**src/rtl/reg_file_pkg.sv**
```systemverilog
// Shared types and default sizing for the multi-port register file.
package reg_file_pkg;
    localparam int DATA_W_DEF = 8;
    localparam int ADDR_W_DEF = 3;

    typedef enum logic {
        IDLE  = 1'b0,
        SWEEP = 1'b1
    } sweep_state_t;
endpackage

```
**src/rtl/reg_file_multi_if.sv**
```systemverilog
// Operand-fetch port bundle: write request, two read addresses, flag control, sweep control.
interface reg_file_multi_if
    import reg_file_pkg::*;
#(
    parameter int DATA_W = DATA_W_DEF,
    parameter int ADDR_W = ADDR_W_DEF
);
    logic              enableWrite;
    logic [ADDR_W-1:0] registerA;
    logic [ADDR_W-1:0] registerB;
    logic [ADDR_W-1:0] registerWrite;
    logic [DATA_W-1:0] dataIn;
    logic              flag;
    logic              flagClear;
    logic              clearAll;
    logic [DATA_W-1:0] regA;
    logic [DATA_W-1:0] regB;
    logic              flagBit;
    logic              busy;
    logic              writeDropped;

    modport master (
        output enableWrite, registerA, registerB, registerWrite, dataIn,
               flag, flagClear, clearAll,
        input  regA, regB, flagBit, busy, writeDropped
    );

    modport slave (
        input  enableWrite, registerA, registerB, registerWrite, dataIn,
               flag, flagClear, clearAll,
        output regA, regB, flagBit, busy, writeDropped
    );
endinterface

```
**src/rtl/reg_file_multi_clear_sequencer.sv**
```systemverilog
// Background clear-all sweep: walks every entry once, one per cycle, and reports busy.
module clear_sequencer
    import reg_file_pkg::*;
#(
    parameter int ADDR_W = ADDR_W_DEF
) (
    input  logic              clock,
    input  logic              resetN,
    input  logic              start_i,
    output logic              busy_o,
    output logic              clr_en_o,
    output logic [ADDR_W-1:0] clr_addr_o
);
    sweep_state_t      state_q, state_d;
    logic [ADDR_W-1:0] cnt_q, cnt_d;

    always_ff @(posedge clock or negedge resetN) begin
        if (!resetN) begin
            state_q <= IDLE;
            cnt_q   <= '0;
        end else begin
            state_q <= state_d;
            cnt_q   <= cnt_d;
        end
    end

    // Counter parks on the last entry after a sweep; a new sweep reloads it.
    always_comb begin
        state_d = state_q;
        cnt_d   = cnt_q;
        case (state_q)
            IDLE: begin
                if (start_i) begin
                    state_d = SWEEP;
                    cnt_d   = '0;
                end
            end
            SWEEP: begin
                if (cnt_q == '1) state_d = IDLE;
                else             cnt_d   = ADDR_W'(cnt_q + 1'b1);
            end
            default: state_d = IDLE;
        endcase
    end

    assign busy_o     = (state_q == SWEEP);
    assign clr_en_o   = (state_q == SWEEP);
    assign clr_addr_o = cnt_q;
endmodule

```
**src/rtl/reg_file_multi.sv**
```systemverilog
// Parametrised 2R/1W register file with optional zero register, write bypass,
// sticky flag and a background clear-all sweep.
module reg_file_multi
    import reg_file_pkg::*;
#(
    parameter int DATA_W   = DATA_W_DEF,
    parameter int ADDR_W   = ADDR_W_DEF,
    parameter bit ZERO_REG = 1'b0,
    parameter bit BYPASS   = 1'b1
) (
    input  logic             clock,
    input  logic             resetN,
    reg_file_multi_if.slave  bus
);
    localparam int DEPTH = 1 << ADDR_W;

    logic [DEPTH-1:0][DATA_W-1:0] mem_q;
    logic                         flag_q;
    logic                         drop_q;
    logic                         busy;
    logic                         clr_en;
    logic [ADDR_W-1:0]            clr_addr;
    logic                         wr_acc;

    clear_sequencer #(.ADDR_W(ADDR_W)) u_seq (
        .clock      (clock),
        .resetN     (resetN),
        .start_i    (bus.clearAll),
        .busy_o     (busy),
        .clr_en_o   (clr_en),
        .clr_addr_o (clr_addr)
    );

    assign wr_acc = bus.enableWrite && !busy &&
                    !(ZERO_REG && (bus.registerWrite == '0));

    // Sweep and user write are mutually exclusive: wr_acc already requires !busy.
    always_ff @(posedge clock or negedge resetN) begin
        if (!resetN) begin
            mem_q <= '0;
        end else if (clr_en) begin
            mem_q[clr_addr] <= '0;
        end else if (wr_acc) begin
            mem_q[bus.registerWrite] <= bus.dataIn;
        end
    end

    always_ff @(posedge clock or negedge resetN) begin
        if (!resetN) begin
            flag_q <= 1'b0;
            drop_q <= 1'b0;
        end else begin
            if (bus.flag)           flag_q <= 1'b1;
            else if (bus.flagClear) flag_q <= 1'b0;
            drop_q <= bus.enableWrite && busy;
        end
    end

    function automatic logic [DATA_W-1:0] rd(input logic [ADDR_W-1:0] a);
        if (ZERO_REG && (a == '0))                          return '0;
        else if (BYPASS && wr_acc && (a == bus.registerWrite)) return bus.dataIn;
        else                                                return mem_q[a];
    endfunction

    assign bus.regA         = rd(bus.registerA);
    assign bus.regB         = rd(bus.registerB);
    assign bus.flagBit      = flag_q;
    assign bus.busy         = busy;
    assign bus.writeDropped = drop_q;
endmodule

```
**src/flat_wrapper.sv**
```systemverilog
// flat-port wrapper written by rule: the top's interface ports become plain ports
module reg_file_multi_flat import reg_file_pkg::*;
#(
    parameter int DATA_W   = DATA_W_DEF,
    parameter int ADDR_W   = ADDR_W_DEF,
    parameter bit ZERO_REG = 1'b0,
    parameter bit BYPASS   = 1'b1
)
  (clock, resetN, bus_enableWrite, bus_registerA, bus_registerB, bus_registerWrite, bus_dataIn, bus_flag, bus_flagClear, bus_clearAll, bus_regA, bus_regB, bus_flagBit, bus_busy, bus_writeDropped);
  reg_file_multi_if #(.DATA_W(DATA_W), .ADDR_W(ADDR_W)) bus_i ();
  input  logic clock;
  input  logic resetN;
  input wire logic [$bits(bus_i.enableWrite)-1:0] bus_enableWrite;
  input wire logic [$bits(bus_i.registerA)-1:0] bus_registerA;
  input wire logic [$bits(bus_i.registerB)-1:0] bus_registerB;
  input wire logic [$bits(bus_i.registerWrite)-1:0] bus_registerWrite;
  input wire logic [$bits(bus_i.dataIn)-1:0] bus_dataIn;
  input wire logic [$bits(bus_i.flag)-1:0] bus_flag;
  input wire logic [$bits(bus_i.flagClear)-1:0] bus_flagClear;
  input wire logic [$bits(bus_i.clearAll)-1:0] bus_clearAll;
  output wire logic [$bits(bus_i.regA)-1:0] bus_regA;
  output wire logic [$bits(bus_i.regB)-1:0] bus_regB;
  output wire logic [$bits(bus_i.flagBit)-1:0] bus_flagBit;
  output wire logic [$bits(bus_i.busy)-1:0] bus_busy;
  output wire logic [$bits(bus_i.writeDropped)-1:0] bus_writeDropped;
  assign bus_i.enableWrite = bus_enableWrite;
  assign bus_i.registerA = bus_registerA;
  assign bus_i.registerB = bus_registerB;
  assign bus_i.registerWrite = bus_registerWrite;
  assign bus_i.dataIn = bus_dataIn;
  assign bus_i.flag = bus_flag;
  assign bus_i.flagClear = bus_flagClear;
  assign bus_i.clearAll = bus_clearAll;
  assign bus_regA = bus_i.regA;
  assign bus_regB = bus_i.regB;
  assign bus_flagBit = bus_i.flagBit;
  assign bus_busy = bus_i.busy;
  assign bus_writeDropped = bus_i.writeDropped;
  reg_file_multi #(.DATA_W(DATA_W), .ADDR_W(ADDR_W), .ZERO_REG(ZERO_REG), .BYPASS(BYPASS)) u_core (.clock(clock), .resetN(resetN), .bus(bus_i));
endmodule
```
**config.mk**
```make
export PLATFORM = sky130hd
export DESIGN_NAME = reg_file_multi_flat
export DESIGN_NICKNAME = d
export VERILOG_FILES = /design/src/rtl/reg_file_pkg.sv /design/src/rtl/reg_file_multi_if.sv /design/src/rtl/reg_file_multi_clear_sequencer.sv /design/src/rtl/reg_file_multi.sv /design/src/flat_wrapper.sv
export SDC_FILE = /design/constraint.sdc
export NUM_CORES = 1
export LEC_CHECK = 0
export ABC_AREA = 1
export CORE_MARGIN = 2
export CORE_UTILIZATION = 30
export CTS_CLUSTER_DIAMETER = 120
export DETAILED_ROUTE_END_ITERATION = 8
export PLACE_DENSITY_LB_ADDON = 0.3
export RECOVER_POWER = 50
export SLEW_MARGIN = 5
export SYNTH_ARGS = -nofsm -noshare
export SYNTH_HDL_FRONTEND = slang
export SYNTH_SLANG_ARGS = --single-unit
```
**constraint.sdc**
```tcl
create_clock -name clock -period 3.2 [get_ports clock]
set_input_delay 0.8 -clock clock [delete_from_list [all_inputs] [get_ports clock]]
set_output_delay 0.8 -clock clock [all_outputs]
set_load 0.005 [all_outputs]
```
# Word level (Yosys, flattened, before mapping)
# Cells that the tools add are included.
# Widths: inputs -> output; s select.
[word_totals] inputBits=23 wordCells=58 register_bits=70
[op_classes] mux=21 eq_ne=5 bitwise_logic=3 addsub=1 n_reduce_logical=10 order_cmp=6
[op_table] op="$mux 64" count=2
[op_table] op="$and 64x64->64" count=1
[op_table] op="$bwmux 64" count=1
[op_table] op="$not 64->64" count=1
[op_table] op="$bmux 8 s3" count=2
[op_table] op="$demux 8 s3" count=2
[op_table] op="$mux 8" count=6
[op_table] op="$lt 3x4->1 const B" count=4
[op_table] op="$eq 3x3->1" count=2
[op_table] op="$ge 3x1->1 const B" count=2
[op_table] op="$logic_and 1x1->1" count=6
[op_table] op="$mux 3" count=2
[op_table] op="$pmux 3 s2" count=1
[op_table] op="$mux 1" count=4
[op_table] op="$ne 2x2->1 const B" count=2
[op_table] op="$reduce_bool 2->1" count=2
[op_table] op="$add 3x1->3 const B" count=1
[op_table] op="$eq 3x3->1 const B" count=1
[op_table] op="$pmux 1 s2" count=1
[op_table] op="$reduce_and 2->1" count=1
[op_table] op="$logic_not 1->1" count=1
[op_table] op="$not 1->1" count=1

# Logic depth before layout (Yosys ltp)
[logic_depth] depth_word=7 ltp_mapped=9 depth_no_buf=8

# Modules after synthesis
# A second synthesis with hierarchy kept.
[hier_totals] hier_cells=668 hier_area_um2=4535.6
[by_module_without_submodules] module="reg_file_multi" area_each_um2=4334.2 n_inst=1 cells_each=645 seq_area_each_um2=1651.6
[by_module_without_submodules] module="clear_sequencer" area_each_um2=201.4 n_inst=1 cells_each=23 seq_area_each_um2=100.1

# Worst setup path after synthesis
# Ideal clock, no wire load.
[synth_timing] path_kind="input to output" startpoint="in bus_registerA[2]" endpoint="out bus_regA[0]" setup_slack_ps=839 path_stages=8 arrival_ps=1561 path_cell_list="buf_4 > inv_2 > nor2_1 > nor2_1 > nand2_4 > clkinv_4 > nand2_1 > nand2_1"
[synth_between] elab_chain_len=3 elab_cells_between_ends=5 classes_between="eq/ne: 1; mux: 3; reduce/logical: 1"
[synth_lines] item="start: declaration" line="flat_wrapper.sv:14" source="input wire logic [$bits(bus_i.registerA)-1:0] bus_registerA;"
[synth_lines] item="$bmux 8 s3 / $eq 3x3->1 (equally long branches)" line="reg_file_multi.sv:62, reg_file_multi.sv:61"
[synth_lines] item="$mux 8 (implied by the code) / $logic_and 1x1->1 (equally long branches)" line="reg_file_multi.sv:62, reg_file_multi.sv:61"
[synth_lines] item="$mux 8 *" line="reg_file_multi.sv:61" source="else if (BYPASS && wr_acc && (a == bus.registerWrite)) return bus.dataIn;"
[synth_lines] item="end: declaration" line="flat_wrapper.sv:21" source="output wire logic [$bits(bus_i.regA)-1:0] bus_regA;"
# Mark *: on every way between the ends. The rest lies on a longest branch, timed or not. The select of a mux whose other input is x is not followed.

# Worst setup path after layout
[layout_timing] startpoint="in bus_registerB[0]" endpoint="out bus_regB[6]"
[layout_between] elab_chain_len=3 elab_cells_between_ends=5 classes_between="eq/ne: 1; mux: 3; reduce/logical: 1"
[layout_lines] item="start: declaration" line="flat_wrapper.sv:15" source="input wire logic [$bits(bus_i.registerB)-1:0] bus_registerB;"
[layout_lines] item="$bmux 8 s3 / $eq 3x3->1 (equally long branches)" line="reg_file_multi.sv:62, reg_file_multi.sv:61"
[layout_lines] item="$mux 8 (implied by the code) / $logic_and 1x1->1 (equally long branches)" line="reg_file_multi.sv:62, reg_file_multi.sv:61"
[layout_lines] item="$mux 8 *" line="reg_file_multi.sv:61"
[layout_lines] item="end: declaration" line="flat_wrapper.sv:22" source="output wire logic [$bits(bus_i.regB)-1:0] bus_regB;"
# Marks and branches as above.

==> metrics.md <==
| Metric | Value |
|---|---|
| Die footprint | `15100 um2` |
| Max Slew Vio Count | `30` |
| Crit path DAT | `2370 ps` |
| Final setup margin | `between 30 and 40 ps` |
| R2r setup slk | `1390 ps` |
| Die height | `123 um` |
| FP Rows | `43` |
| WHS Endpoint | `u_core.bus.flagBit$_DFFE_PN0P_` |
| Count of final hold-check violations | `0` |
| WL met2 | `7170 um` |
| Num ports | `42` |
| # setup viols final | `0` |
| Critical path startpoint | `bus_registerB[0]` |
| Leakage | `2.88 nW` |
| Total track usage | `20.2%` |
| Num Clock Sinks | `70` |
| #FFs+latches synth | `70` |
| CTS tree | `built` |
| Nets | `~680` |
| Violated checks | `max-capacitance violations, max-slew violations` |
| Routed Antenna Nets | `0` |
| Drt wl/cell | `17.2 um` |
| Synthesized area per cell | `7.16 um2` |
| Routability cong. | `0.967` |
| Top_reg_cell synth | `dfrtp_1` |
| Initial DRC Count | `327` |
| Worst Reg-to-Reg Cells | `6` |
| CTS root buffer | `clkbuf_16` |
| Origin of the critical flop-to-flop path | `u_core.u_seq.busy_o$_DFF_PN0_` |
| # H-tree levels | `3` |
| Initial antenna violation count | `0` |
| Hold_sp | `u_core.bus.flagBit$_DFFE_PN0P_` |
| Final core utilization | `38.8%` |
| Clock buffer depth | `2` |
| Area Overhead vs Synth | `26.6%` |
| First-pass GRT wire length | `23000 um` |
| Core area | `between 10000 and 15000 um2` |
| Reg2reg end | `u_core.mem_q[55]$_DFFE_PN0P_` |
| Inserted Diodes | `0` |
| Syn Nets | `616` |
| Crit Path Category | `input port to primary output` |
| Post-synth top cells | `nand2_1, nand3_1, inv_1` |
| Sequential area share after synthesis | `41.4%` |
| Grt total ovfl | `0` |
| Initial Utilization | `30.6%` |
| Vias per inst | `roughly 5.3` |
| CP required | `2400 ps` |
| Synth Cell Area | `between 4000 and 5000 um2` |
| Power per cell area | `642 nW/um2` |
| Critical path capture point type | `primary output` |
| Vias in the first global route | `4360` |
| Largest net degree at the start of global routing | `43` |
| Async SR Flop Fraction | `100%` |
| Outcome | `finished with violations` |
| Crit-path max FO | `8` |
| DRC viols | `0` |
| Max Freq | `0.316 GHz` |
| CTS clock-pin slew for the worst setup and hold paths | `50 ps` |
| Post-synth top area share | `approximately 41%` |
| Worst-Margin Slew | `1560 ps` |
| Met3 WL | `947 um` |
| Pre-CTS WS | `-284 ps` |
| Worst slew margin | `-3.68%` |
| Routed via count | `approximately 4.4k` |
| EDFF count, synth | `0` |
| Max cap viols | `1` |
| Yosys warning total | `0` |
| Fin crit share | `99.0%` |
| Share of post-route cells with drive strength above 1 | `14.3%` |
| Die W | `123 um` |
| VDD IR max | `0.248 mV` |
| Total CTS buffers | `9` |
| Min Tclk post-route | `3170 ps` |
| Hold Crit Depth | `2` |
| Hold WC Path Type | `register to register` |
| DRT Pass-1 Iters | `6` |
| Fin Clk Skew | `7.97 ps` |
| IO buf count | `approximately 40` |
| Area leader, netlist | `dfrtp_1` |
| Most common cell in the netlist | `nand2_1` |
| DPL Wire Length | `10800 um` |
| Uppermost layer routed | `met4` |
| Routed wire length | `14500 um` |
| Clock Latency Late Sink | `~340 ps` |
| Mapped Cells | `591` |
| Distinct cell type count after synthesis | `22` |
| Post-route setup TNS | `0 ps` |
| Top cells by area, synth | `dfrtp_1, nand2_1, nand3_1` |
| Critical Path Source Type | `input port` |
| Wl on met1 | `6020 um` |
-- worst max path at each step --
stage | to | slack (ps) | depth (start not counted)
2_1_floorplan | bus_regA[0] | 840 | 8
3_3_place_gp | bus_regA[4] | -250 | 10
3_5_place_dp | bus_regB[6] | -280 | 10
4_1_cts | bus_regB[6] | -6 | 10
5_1_grt | bus_regB[6] | -8 | 10
6_report | bus_regB[6] | 30 | 10
-- layout make-up --
type                       count  area, um2
tap                          180        225
fill                        1405       8470
sequential                    70       1750
multi-input combinational    405       2030
timing repair buffer          82        744
clock buffer                  13        240
inverter                      91        354
clock inverter                 2       10.0
-- registers in the layout, indices dropped and copies added, names as in the netlist --
register and count:
u_core.bus.flagBit 1, u_core.u_seq.busy_o 1, u_core.bus.writeDropped 1, u_core.mem_q 64
u_core.u_seq.clr_addr_o 3
-- critical path, cell delays in order --
cell,delay [ps]
dlygate4sd2_1,260
buf_4,160
nand2_1,80
nand2_2,80
nor2_4,130
nand2_4,110
inv_8,100
nand2_1,60
nand2_1,70
clkdlybuf4s50_1,490
-- kinds of logic after synthesis --
group,after synthesis,share of synthesized area [%]
DFF,70,41.4
and+or+nand+nor,334,36.3
buffers and inverters,117,11.7
adders and majority gates,2,0.591
AOI/OAI and AO/OA,68,9.99
-- through the flow --
stage          instance area [um2]  power, mW  std cells  hold slack (ps)
3_5_place_dp                  5040       2.56        824              513
3_3_place_gp                  5040       2.53        824              517
2_1_floorplan                 4230       2.10        591              501
4_1_cts                       5320       3.44        841              521
6_report                      5360       3.44        843              512
5_1_grt                       5360       3.68        843              543
-- what timing repair did --
action                                  4_1_cts  5_1_grt
pin swaps                                     3        5
setup buffers                                 1        2
cloned                                        1        0
hold buffers                                  0        0
endpoints found under the setup margin       16       15
gates resized for setup                      19       21
-- placed cells by master, fill, tap and decap left out, drive strengths merged --
| cell | instances |
|---|---|
| nand2 | 200 |
| nand3 | 115 |
| inv | 90 |
| dfrtp | 70 |
| o22ai | 64 |
| buf | 40 |
| clkdlybuf4s50 | 20 |
| clkbuf | 17 |
| nor2 | 11 |
| nand4 | 8 |
| dlygate4sd2 | 7 |
| dlymetal6s2s | 7 |
| o21ai | 3 |
| clkinv | 3 |
| ha | 2 |
| dlygate4sd3 | 2 |
| clkdlybuf4s15 | 2 |
| or2 | 1 |
| o21bai | 1 |
-- report_power, final --
part	total, mW	switching [mW]	internal (mW)
registers	1.26	0.100	1.16
logic	1.31	0.822	0.488
clock network	0.876	0.358	0.518
-- routing by layer --
layer / GRT usage, % / vias to the layer above
li1: - / 2079
met1: 25.7 / 2136
met2: 33.6 / 194
met3: 3.81 / 33
met4: 8.26 / 0
met5: 0 / -
(Power assumes the default switching activity.)
